$ cat src/rtl/wb_queue.sv
// Write-back queue between the ALU/load return paths and a single register-file
// write port. Pending results sit in a small circular FIFO, drain in acceptance
// order whenever the port is free, and can be forwarded to consumers while they
// wait.
module wb_queue #(
    parameter int DEPTH = 4
) (
    input  logic                      clk,
    input  logic                      rst_n,
    input  logic                      alu_valid,
    input  logic [4:0]                alu_addr,
    input  logic [31:0]               alu_data,
    input  logic                      ld_valid,
    input  logic [4:0]                ld_addr,
    input  logic [31:0]               ld_data,
    output logic                      in_ready,
    input  logic                      rf_busy,
    output logic                      wr,
    output logic [4:0]                addr3,
    output logic [31:0]               data3,
    input  logic [4:0]                fwd_addr,
    output logic                      fwd_hit,
    output logic [31:0]               fwd_data,
    output logic [$clog2(DEPTH):0]    count,
    output logic                      ovf
);

    localparam int PW = $clog2(DEPTH);
    localparam int CW = PW + 1;

    logic [4:0]    mem_addr [DEPTH];
    logic [31:0]   mem_data [DEPTH];

    logic [PW-1:0] head;
    logic [PW-1:0] tail;
    logic [CW-1:0] cnt;
    logic          ovf_q;

    logic [CW-1:0] free_slots;
    logic          alu_req;
    logic          ld_req;
    logic          alu_acc;
    logic          ld_acc;
    logic [PW-1:0] ld_slot;
    logic [CW-1:0] n_acc;
    logic          fwd_hit_c;
    logic [31:0]   fwd_data_c;

    // Admission: two free slots are required so a dual accept can never overflow.
    // Register 0 is hard-wired, so writes to it are silently discarded.
    always_comb begin
        free_slots = CW'(DEPTH) - cnt;
        in_ready   = free_slots >= CW'(2);
        alu_req    = alu_valid && (alu_addr != 5'd0);
        ld_req     = ld_valid && (ld_addr != 5'd0);
        alu_acc    = alu_req && in_ready;
        ld_acc     = ld_req && in_ready;
        ld_slot    = tail + PW'(alu_acc);
        n_acc      = CW'(alu_acc) + CW'(ld_acc);
    end

    // Register-file port: the head entry drives the port straight from storage,
    // so a freshly accepted entry shows up one cycle after its acceptance edge.
    always_comb begin
        wr    = (cnt != '0) && !rf_busy;
        addr3 = '0;
        data3 = '0;
        if (cnt != '0) begin
            addr3 = mem_addr[head];
            data3 = mem_data[head];
        end
    end

    // Forwarding scans oldest to youngest so the last match found is the youngest.
    always_comb begin
        fwd_hit_c  = 1'b0;
        fwd_data_c = '0;
        for (int i = 0; i < DEPTH; i++) begin
            if ((CW'(i) < cnt) && (fwd_addr != 5'd0) &&
                (mem_addr[head + PW'(i)] == fwd_addr)) begin
                fwd_hit_c  = 1'b1;
                fwd_data_c = mem_data[head + PW'(i)];
            end
        end
        fwd_hit  = fwd_hit_c;
        fwd_data = fwd_data_c;
    end

    // Entry storage; the ALU result takes the older slot on a dual accept.
    always_ff @(posedge clk) begin
        if (alu_acc) begin
            mem_addr[tail] <= alu_addr;
            mem_data[tail] <= alu_data;
        end
        if (ld_acc) begin
            mem_addr[ld_slot] <= ld_addr;
            mem_data[ld_slot] <= ld_data;
        end
    end

    // Pointer, occupancy and sticky overflow bookkeeping.
    always_ff @(posedge clk or negedge rst_n) begin
        if (!rst_n) begin
            head  <= '0;
            tail  <= '0;
            cnt   <= '0;
            ovf_q <= 1'b0;
        end else begin
            tail <= tail + PW'(n_acc);
            head <= head + PW'(wr);
            cnt  <= cnt + n_acc - CW'(wr);
            if ((alu_req || ld_req) && !in_ready) begin
                ovf_q <= 1'b1;
            end
        end
    end

    assign count = cnt;
    assign ovf   = ovf_q;

endmodule

$ cat config.mk
export PLATFORM = sky130hd
export DESIGN_NAME = wb_queue
export DESIGN_NICKNAME = d
export VERILOG_FILES = /design/src/rtl/wb_queue.sv
export SDC_FILE = /design/constraint.sdc
export NUM_CORES = 1
export LEC_CHECK = 0
export ABC_AREA = 1
export ABC_CLOCK_PERIOD_IN_PS = 6400
export BUFFER_PORTS_ARGS = -buffer_cell sky130_fd_sc_hd__buf_2
export CORE_UTILIZATION = 45
export DETAILED_ROUTE_END_ITERATION = 10
export GPL_ROUTABILITY_DRIVEN = 0
export GPL_TIMING_DRIVEN = 0
export PLACE_DENSITY = 0.65
export SYNTH_ARGS = -nofsm -noshare
export SYNTH_HDL_FRONTEND = slang
export SYNTH_SLANG_ARGS = --single-unit
export TNS_END_PERCENT = 1
$ cat constraint.sdc
create_clock -name clk -period 6.4 [get_ports clk]
set_input_delay 0.32 -clock clk [delete_from_list [all_inputs] [get_ports clk]]
set_output_delay 0.32 -clock clk [all_outputs]
set_load 0.02 [all_outputs]
==> impl_metrics.json <==
{
  "post-route-period-util_pct": 72.7,
  "cts_root_buf": "clkbuf_16",
  "layout-drive-gt1-share_pct": 13.5,
  "tns_ns": 0,
  "grt-ovfl-total": 0,
  "avgSynthCellArea_um2": 6.57,
  "cts_max_path_buffers": 2,
  "synth_fa_ha_area_share_pct": 1.22,
  "slew_headroom_pct": 10.6,
  "antenna_found_initial": 0,
  "drc": 0,
  "min_to": "mem_data[0][26]$_DFFE_PP_",
  "core_area_um2": 26100,
  "vias": 13600,
  "whs_path_depth": 3,
  "max_cap_viol_count": 0,
  "syn2layout_area_growth_pct": 15.7,
  "cts_htree_levels": 4,
  "synth.cell_area_um2": 11900,
  "r2r_slack_ns": 1.75,
  "cts_buffers": 17,
  "cp_max_fo": 21,
  "path_class": "flop to flop",
  "post-route-min-period_ns": 4.65,
  "synth_edf_count": 148,
  "wl_per_cell_um": 19.6,
  "synth_compound_area_share_pct": 18.1,
  "synth_cell_types": 34,
  "grt_pass1_vias": 11800,
  "async_flop_share_pct": 5.13,
  "initial_utilization_pct": 45.8,
  "synth.most_common_cell": "nand2_1",
  "cts_setup_buffers": 0,
  "ant_nets": 0,
  "drt_first_pass_iters": 8,
  "synthSimpleGateAreaFrac_pct": 30.9,
  "dp_hpwl_um": 32100,
  "critPathCaptureType": "flop",
  "syn-num-nets": 1912,
  "portBuffers": 158,
  "cp-start-kind": "flop",
  "max_freq_mhz": 215,
  "synthTopCellsByCount": "nand2_1 (646), o21ai_0 (409), inv_1 (161)",
  "ys_seq_area_share_pct": 38.9,
  "hp-class": "primary input to flop",
  "synthTopCellsByArea": "edfxtp_1 (37%), nand2_1 (20%), o21ai_0 (17%), inv_1 (5.1%), nor2_1 (4.7%)",
  "num_rows": 59,
  "first_iter_violations": 1781,
  "syn-instance-count": 1817,
  "cts_tree": "built",
  "worst_slew_pin_slew_ns": 1.34,
  "finalSetupViolations": 0,
  "rsz0062_at_grt": "no",
  "finalWirelength_um": 45900,
  "r2r-start": "count[1]$_DFF_PN0_",
  "insertion_delay_ns": 0.43,
  "die_width_um": 165,
  "grt_pass1_wl_um": 66900,
  "clkSinkCount": 156,
  "final_nets": 2092,
  "worstPathArrival_ns": 4.78,
  "maxSlewViolCount": 0,
  "via_per_inst": 5.79,
  "status": "finished, final reports clean",
  "synth_ff_type": "edfxtp_1",
  "skew_ns": 0.00961,
  "synth_top_area_cell": "edfxtp_1",
  "grt_start_max_net_pins": 38,
  "yosysWarnings": 0,
  "ys_seq_elements": 156,
  "r2r_end": "mem_data[0][15]$_DFFE_PP_",
  "synthXorXnorAreaFrac_pct": 0.513,
  "r2r_cells": 15,
  "crit_required_ns": 6.53,
  "clk_pin_slew_ns": 0.07,
  "antennaDiodeCount": 0,
  "die_area_um2": 27200,
  "pin_count": 160,
  "min_from": "ld_data[26]",
  "die_h_um": 165,
  "synth_top_cell_area_share_pct": 37.2,
  "synth.area.mux_share_pct": 0,
  "timing.final.hold_violations": 0,
  "synth_top_family_by_area": "simple AND/OR/NAND/NOR gates",
  "grt.total_usage_pct": 33.5
}
## cells by family (layout without fill, tap and decap cells)
kind of cell / count (synthesis) / after routing
buffers and inverters: 295 / 488
xor gates and xnor gates: 7 / 7
adders and majority gates: 11 / 11
AOI/OAI and AO/OA: 425 / 425
DFF: 156 / 156
and+or+nand+nor: 923 / 923
## sequential cells by signal, summed over array words and instances, names as in the netlist
signal and flops:
ovf 1, count 3, mem_addr 20, tail 2, head 2, mem_data 128
## through the flow
step | hold slack, ns | worst slack (ns) | utilization (%) | instances | instance area [um^2]
after CTS | 0.210 | 1.79 | 53.0 | 2345 | 13800
after global placement | 0.186 | 0.588 | 50.5 | 2310 | 13200
after detailed placement | 0.189 | 1.81 | 50.7 | 2312 | 13200
after global routing | 0.217 | 1.49 | 53.0 | 2345 | 13800
after floorplan | 0.0244 | 2.25 | - | 1817 | 11900
final | 0.210 | 1.75 | 53.0 | 2345 | 13800
## layer usage
| layer | track usage, % | share of wire (%) | vias up |
|---|---|---|---|
| li1 | - | - | 6291 |
| met4 | 13.8 | 4.3 | 0 |
| met3 | 6.03 | 12 | 155 |
| met5 | 0 | 0 | - |
| met2 | 53.4 | 44 | 940 |
| met1 | 44.6 | 39 | 6188 |
## worst max path at each step
| stage | end | startpoint | cells past startpoint |
|---|---|---|---|
| floorplan | mem_addr[0][0]$_DFFE_PP_ | count[0]$_DFF_PN0_ | 14 |
| global placement | mem_data[0][14]$_DFFE_PP_ | count[0]$_DFF_PN0_ | 14 |
| detailed placement | mem_data[0][14]$_DFFE_PP_ | count[0]$_DFF_PN0_ | 15 |
| CTS | mem_data[0][31]$_DFFE_PP_ | count[0]$_DFF_PN0_ | 15 |
| global route | mem_data[0][15]$_DFFE_PP_ | count[0]$_DFF_PN0_ | 15 |
| finish | mem_data[0][15]$_DFFE_PP_ | count[1]$_DFF_PN0_ | 15 |
## layout by cell type (no fill, tap or decap), types with 2 or more instances in the layout
cell | synthesis | layout
dfrtp_1 | 8 | 8
or2_1 | 2 | 2
ha_1 | 10 | 10
nand2_1 | 646 | 646
edfxtp_1 | 148 | 148
inv_2 | 4 | 4
buf_6 | 6 | 6
inv_6 | 0 | 2
buf_1 | 9 | 9
clkbuf_16 | 0 | 17
clkinv_1 | 0 | 2
clkinvlp_4 | 0 | 5
xnor2_1 | 3 | 3
nand4_1 | 34 | 34
nand3_1 | 75 | 75
or2_2 | 3 | 3
nor2_1 | 151 | 151
o21ai_0 | 409 | 409
nor2_2 | 2 | 2
clkbuf_1 | 56 | 57
a21oi_1 | 4 | 4
buf_12 | 0 | 2
bufinv_16 | 0 | 3
a31o_2 | 2 | 2
buf_2 | 53 | 211
buf_4 | 6 | 6
nor3_1 | 6 | 6
xor2_1 | 4 | 4
o21ai_1 | 4 | 4
o211ai_1 | 2 | 2
inv_1 | 161 | 161
## what timing repair did
item | in CTS | in global routing
hold buffers | 1 | 0
gates resized for setup | 0 | 0
endpoints found under the hold margin | 8 | 0
## area by class of cell
type,instances,area (um^2)
Fill cell,2595,12200
Timing Repair Buffer,161,841
Tap cell,335,419
Sequential cell,156,4640
Buffer,130,622
Clock inverter,14,169
Inverter,165,619
Multi-Input combinational cell,1366,6070
Clock buffer,18,429
## critical path, stage by stage (launching register included)
cell and delay, ns:
dfrtp_1 0.39, inv_1 0.10, ha_1 0.19, ha_1 0.27, inv_1 0.04, nor3_1 0.42
nor2_1 0.24, ha_1 0.25, or2_2 0.29, nand2_1 0.09, inv_1 0.06, nor3_1 0.28
buf_2 0.36, clkbuf_1 0.62, o21bai_4 0.45, buf_12 0.28
Power is not shown: default switching activity piles up to over one toggle a cycle in this logic, so the estimate is an artifact.
